==> src/rtl/riscv_pipe_ctrl.sv <==
// Pipeline control for the RV32I core: in-flight scoreboard, load-use stall,
// taken-branch flush, operand forward selects and saturating hazard counters.
module riscv_pipe_ctrl #(
  parameter int NB_OPERAND = 5,
  parameter int N_STAGES   = 3,
  parameter int LOAD_STAGE = 2,
  parameter int NB_CNT     = 16,
  parameter int NB_SEL     = $clog2(N_STAGES + 1)
) (
  input  logic                  i_clock,
  input  logic                  i_reset_n,
  input  logic                  i_id_valid,
  input  logic [NB_OPERAND-1:0] i_id_rs1,
  input  logic [NB_OPERAND-1:0] i_id_rs2,
  input  logic                  i_id_use_rs1,
  input  logic                  i_id_use_rs2,
  input  logic [NB_OPERAND-1:0] i_id_rd,
  input  logic                  i_id_rf_wr,
  input  logic                  i_id_is_load,
  input  logic                  i_branch_taken,
  input  logic                  i_ext_stall,
  output logic                  o_stall_if,
  output logic                  o_bubble_ex,
  output logic                  o_flush_if_id,
  output logic [NB_SEL-1:0]     o_fwd_rs1,
  output logic [NB_SEL-1:0]     o_fwd_rs2,
  output logic [N_STAGES-1:0]   o_stage_valid,
  output logic [NB_CNT-1:0]     o_load_stall_cnt,
  output logic [NB_CNT-1:0]     o_flush_cnt
);

  // Entry k (stage k) lives at index k-1; index 0 is EX.
  logic [N_STAGES-1:0]                 valid_r;
  logic [N_STAGES-1:0]                 rf_wr_r;
  logic [N_STAGES-1:0]                 is_load_r;
  logic [N_STAGES-1:0][NB_OPERAND-1:0] rd_r;
  logic [NB_CNT-1:0]                   load_stall_cnt_r;
  logic [NB_CNT-1:0]                   flush_cnt_r;

  logic [NB_SEL:0] match_rs1_s;
  logic [NB_SEL:0] match_rs2_s;
  logic            lh_s;

  // Returns {load_hazard, stage}; scanning oldest to youngest lets the youngest writer win.
  function automatic logic [NB_SEL:0] find_match(
    input logic [NB_OPERAND-1:0]               rs,
    input logic                                use_rs,
    input logic                                id_valid,
    input logic [N_STAGES-1:0]                 valid,
    input logic [N_STAGES-1:0]                 rf_wr,
    input logic [N_STAGES-1:0]                 is_load,
    input logic [N_STAGES-1:0][NB_OPERAND-1:0] rd
  );
    logic [NB_SEL-1:0] sel;
    logic              hz;
    sel = '0;
    hz  = 1'b0;
    for (int k = N_STAGES; k >= 1; k--) begin
      if (use_rs && id_valid && (rs != '0) && valid[k-1] && rf_wr[k-1] && (rd[k-1] == rs)) begin
        sel = NB_SEL'(k);
        hz  = is_load[k-1] && (k < LOAD_STAGE);
      end else begin
        sel = sel;
        hz  = hz;
      end
    end
    return {hz, sel};
  endfunction

  assign match_rs1_s = find_match(i_id_rs1, i_id_use_rs1, i_id_valid, valid_r, rf_wr_r, is_load_r, rd_r);
  assign match_rs2_s = find_match(i_id_rs2, i_id_use_rs2, i_id_valid, valid_r, rf_wr_r, is_load_r, rd_r);
  assign lh_s        = match_rs1_s[NB_SEL] | match_rs2_s[NB_SEL];

  // Control outputs in priority order: external stall, load hazard, taken branch.
  always_comb begin
    o_stall_if    = 1'b0;
    o_bubble_ex   = 1'b0;
    o_flush_if_id = 1'b0;
    if (i_ext_stall) begin
      o_stall_if = 1'b1;
    end else if (lh_s) begin
      o_stall_if  = 1'b1;
      o_bubble_ex = 1'b1;
    end else if (i_branch_taken) begin
      o_flush_if_id = 1'b1;
    end else begin
      o_stall_if    = 1'b0;
      o_bubble_ex   = 1'b0;
      o_flush_if_id = 1'b0;
    end
  end

  // Forwarding from a load still short of its data stage is suppressed while the hazard stands.
  always_comb begin
    o_fwd_rs1 = '0;
    o_fwd_rs2 = '0;
    if (lh_s) begin
      o_fwd_rs1 = '0;
      o_fwd_rs2 = '0;
    end else begin
      o_fwd_rs1 = match_rs1_s[NB_SEL-1:0];
      o_fwd_rs2 = match_rs2_s[NB_SEL-1:0];
    end
  end

  // Scoreboard shift register; the oldest entry drops off the end as it writes the RF.
  always_ff @(posedge i_clock or negedge i_reset_n) begin
    if (!i_reset_n) begin
      valid_r   <= '0;
      rf_wr_r   <= '0;
      is_load_r <= '0;
      rd_r      <= '0;
    end else if (i_ext_stall) begin
      valid_r   <= valid_r;
      rf_wr_r   <= rf_wr_r;
      is_load_r <= is_load_r;
      rd_r      <= rd_r;
    end else if (lh_s) begin
      valid_r   <= {valid_r[N_STAGES-2:0], 1'b0};
      rf_wr_r   <= {rf_wr_r[N_STAGES-2:0], 1'b0};
      is_load_r <= {is_load_r[N_STAGES-2:0], 1'b0};
      rd_r      <= {rd_r[N_STAGES-2:0], {NB_OPERAND{1'b0}}};
    end else begin
      valid_r   <= {valid_r[N_STAGES-2:0], i_id_valid};
      rf_wr_r   <= {rf_wr_r[N_STAGES-2:0], i_id_rf_wr};
      is_load_r <= {is_load_r[N_STAGES-2:0], i_id_is_load};
      rd_r      <= {rd_r[N_STAGES-2:0], i_id_rd};
    end
  end

  // Saturating hazard counters, frozen under external stall.
  always_ff @(posedge i_clock or negedge i_reset_n) begin
    if (!i_reset_n) begin
      load_stall_cnt_r <= '0;
      flush_cnt_r      <= '0;
    end else if (i_ext_stall) begin
      load_stall_cnt_r <= load_stall_cnt_r;
      flush_cnt_r      <= flush_cnt_r;
    end else if (lh_s) begin
      load_stall_cnt_r <= (load_stall_cnt_r == '1) ? load_stall_cnt_r : load_stall_cnt_r + NB_CNT'(1);
      flush_cnt_r      <= flush_cnt_r;
    end else if (i_branch_taken) begin
      load_stall_cnt_r <= load_stall_cnt_r;
      flush_cnt_r      <= (flush_cnt_r == '1) ? flush_cnt_r : flush_cnt_r + NB_CNT'(1);
    end else begin
      load_stall_cnt_r <= load_stall_cnt_r;
      flush_cnt_r      <= flush_cnt_r;
    end
  end

  assign o_stage_valid    = valid_r;
  assign o_load_stall_cnt = load_stall_cnt_r;
  assign o_flush_cnt      = flush_cnt_r;

endmodule

==> config.mk <==
export PLATFORM = sky130hd
export DESIGN_NAME = riscv_pipe_ctrl
export DESIGN_NICKNAME = d
export VERILOG_FILES = /design/src/rtl/riscv_pipe_ctrl.sv
export SDC_FILE = /design/constraint.sdc
export NUM_CORES = 1
export LEC_CHECK = 0
export ABC_AREA = 1
export CAP_MARGIN = 30
export CORE_MARGIN = 4
export CORE_UTILIZATION = 28
export CTS_CLUSTER_SIZE = 14
export DETAILED_ROUTE_END_ITERATION = 10
export SKIP_CTS_REPAIR_TIMING = 1
export SYNTH_ARGS = -nofsm -noshare
export SYNTH_HDL_FRONTEND = slang
export SYNTH_SLANG_ARGS = --single-unit
==> constraint.sdc <==
create_clock -name i_clock -period 1.94 [get_ports i_clock]
set_input_delay 0.388 -clock i_clock [delete_from_list [all_inputs] [get_ports i_clock]]
set_output_delay 0.388 -clock i_clock [all_outputs]
set_load 0.1 [all_outputs]
==> results.toml <==
[synthesis]
async_reset_ff_share_pct = 100.0
synth_seq_area_share_pct = 38.99
synth_area_per_cell_um2 = 7.117
synth.area.top_cells = "dfrtp_1 (39%), nand2_1 (19%), xor2_1 (6.6%)"
synth_cells = 487
synth_cell_type_count = 27
synth_top_area_cell = "dfrtp_1"
synth_edf_count = 0
syn-num-nets = 513
yosys-top-cells-count = "nand2_1 (174), dfrtp_1 (54), inv_1 (45), nand3_1 (42), nor2_1 (38)"
synthesis.yosys.warnings = 0
synth_area_um2 = 3466
yosysMostFrequentCell = "nand2_1"
ys_seq_elements = 54
synth_top_area_share_pct = 38.99
ys.flop_type = "dfrtp_1"

[critical_path]
path_class = "in -> out"
worstPathMaxFanout = 4
start_kind = "input port"
crit_arrival_ps = 1830
r2r_cells = 12
critPathCaptureType = "output port"
cp.required_ps = 1550

[detailed_routing]
vias = 3440
ant_nets = 0
viasPerCell = 4.473
drc = 0
wl_per_cell_um = 13.02
drt-total-wl_mm = 10.01
first_iter_violations = 214
dr.pass1.iters = 4

[outcome]
violations = "setup timing"
status = "finished, violations left"

[cells_and_area]
synthToLayoutAreaGrowth_pct = 57.73
final_area_um2 = 5466
drive_above_1_share_pct = 31.28
final_cells = 769
nets = 626
insertedDiodeCount = 0
fillers = 1198

[floorplan]
die_area_um2 = 14220
start_util_pct = 28.73
dieHeight_um = 119.3
coreArea_um2 = 12060
die_w_um = 119.3
ioPinCount = 66
rows = 40

[clock_tree]
clk_latency_ps = 300
clock_path_buffers = 2
cts_made_buffers = 5
tritoncts = "done"
h-tree-depth = 2
cts.clk_slew.worst_paths_ps = 70
root_buffer = "clkbuf_16"
clkSinkCount = 54

[place]
place_inst = 751
place_area_um2 = 5135
place_ws_ps = -508.7
gp_congestion = 0.8934
io_buffers = 65
hpwl_mm = 7.535

[sta]
finalClockSkew_ps = 6.961
max_freq_mhz = 451.8
relSlewSlack_pct = 75.86
min_period_ps = 2213
setup_viol = 7
finalMaxSlewViolations = 0
rsz0062_at_grt = "true"
finalCritPeriodShare_pct = 114.1
hold_viol = 0
worst_slew_pin_slew_ps = 359.3
setup_ws_ps = -273.2

[pwr]
leakage_nw = 2.600
powerDensity_nw_per_um2 = 624.8
ir_worst_vdd_mv = 0.3230

[global_route]
track_usage_pct = 14.25
grt_max_degree = 55
grt_pass1_vias = 3430
grt_pass1_wl_mm = 16.72
grt-ovfl-total = 0
antenna_found_initial = 0

[worst_hold_path]
hp-class = "in -> async"

[run]
max_cap_viol_count = 0
per-layer routing:
layer	global-route usage [%]	share of wire (%)	up-vias
li1	-	-	1771
met1	19.83	48	1587
met2	23.31	47	74
met3	2.232	3.8	8
met4	3.114	0.84	0
met5	0	0	-
cell usage in the layout (no fill, tap or decap), types with 3 or more instances in the layout:
cell	instances
nand3_1	40
dlymetal6s2s_1	11
o21ai_0	16
nand2_2	11
dfrtp_4	6
clkbuf_16	5
nor2_4	3
xnor2_1	9
xor2_1	26
nor2_2	4
nor3_1	9
nand2_4	3
buf_4	53
a21oi_1	5
nand2_1	163
o21ai_2	4
nand4_1	21
inv_1	38
o21ai_1	3
dfrtp_2	21
inv_2	11
buf_12	43
nor3_4	3
nor2_1	32
dfrtp_1	27
clkdlybuf4s50_1	11
nand3_2	3
metrics by stage:
stage	hold slack, ps	power [W]	util [%]	TNS, ps
4_1_cts	96.11	0.003434	43.91	-6084
2_1_floorplan	92.41	0.001959	-	-2006
3_3_place_gp	405.4	0.002418	42.57	-17660
5_1_grt	114.2	0.003583	45.32	-2566
3_5_place_dp	407.3	0.002434	42.57	-17780
6_report	76.24	0.003416	45.32	-1688
final timing paths:
path / from / to / slack (ps)
hold reg to reg: rf_wr_r[2]$_DFFE_PN0N_ / rf_wr_r[2]$_DFFE_PN0N_ / 500
min in group i_clock: rf_wr_r[2]$_DFFE_PN0N_ / rf_wr_r[2]$_DFFE_PN0N_ / 500
setup / recovery: i_id_use_rs2 / o_bubble_ex / -270
hold / removal: i_reset_n / rd_r[5]$_DFFE_PN0N_ / 80
setup reg to reg: rd_r[2]$_DFFE_PN0N_ / o_load_stall_cnt[15]$_DFFE_PN0P_ / 100
max in group asynchronous: i_reset_n / o_stage_valid[2]$_DFFE_PN0N_ / 1570
layout make-up:
cell class                      instances  area, um2  share of cell area [%]
Inverter                               52      205.2                   3.754
Multi-Input combinational cell        367       1967                   35.98
Timing Repair Buffer                  120       1523                   27.86
Clock buffer                            7      152.6                   2.792
Clock inverter                          1      8.758                  0.1602
Sequential cell                        54       1400                   25.61
Tap cell                              168      210.2                   3.845
power breakdown:
group / internal, W / leakage (nW) / switching (W) / total (W)
registers: 0.00123 / 0.672 / 0.000142 / 0.00137
logic: 0.000417 / 1.85 / 0.000648 / 0.00107
clock network: 0.000553 / 0.0801 / 0.000424 / 0.000977
total: 0.00220 / 2.60 / 0.00121 / 0.00342
critical path: stages:
cell             delay, ps
clkdlybuf4s50_1        460
nand2_1                 60
inv_2                   80
nand2_2                 70
inv_4                   80
nand3_2                 90
nand2_2                 90
nand2_4                 80
buf_12                 150
nor2_4                 100
buf_12                 180
logic make-up (layout without fill, tap and decap cells):
family / count (synthesis) / count (layout) / share of synthesized area [%]
simple gates: 299 / 299 / 38.48
buf+inv: 66 / 180 / 7.942
flops: 54 / 54 / 38.99
xor+xnor: 36 / 36 / 9.097
compound gates: 30 / 30 / 4.765
fa+ha+maj: 2 / 2 / 0.7219
sequential cells by signal, indices dropped and copies added, names as in the netlist:
name,cells
is_load_r,1
o_flush_cnt,16
o_load_stall_cnt,16
o_stage_valid,3
rd_r,15
rf_wr_r,3
Note: power is estimated with default switching activity, not from simulation.
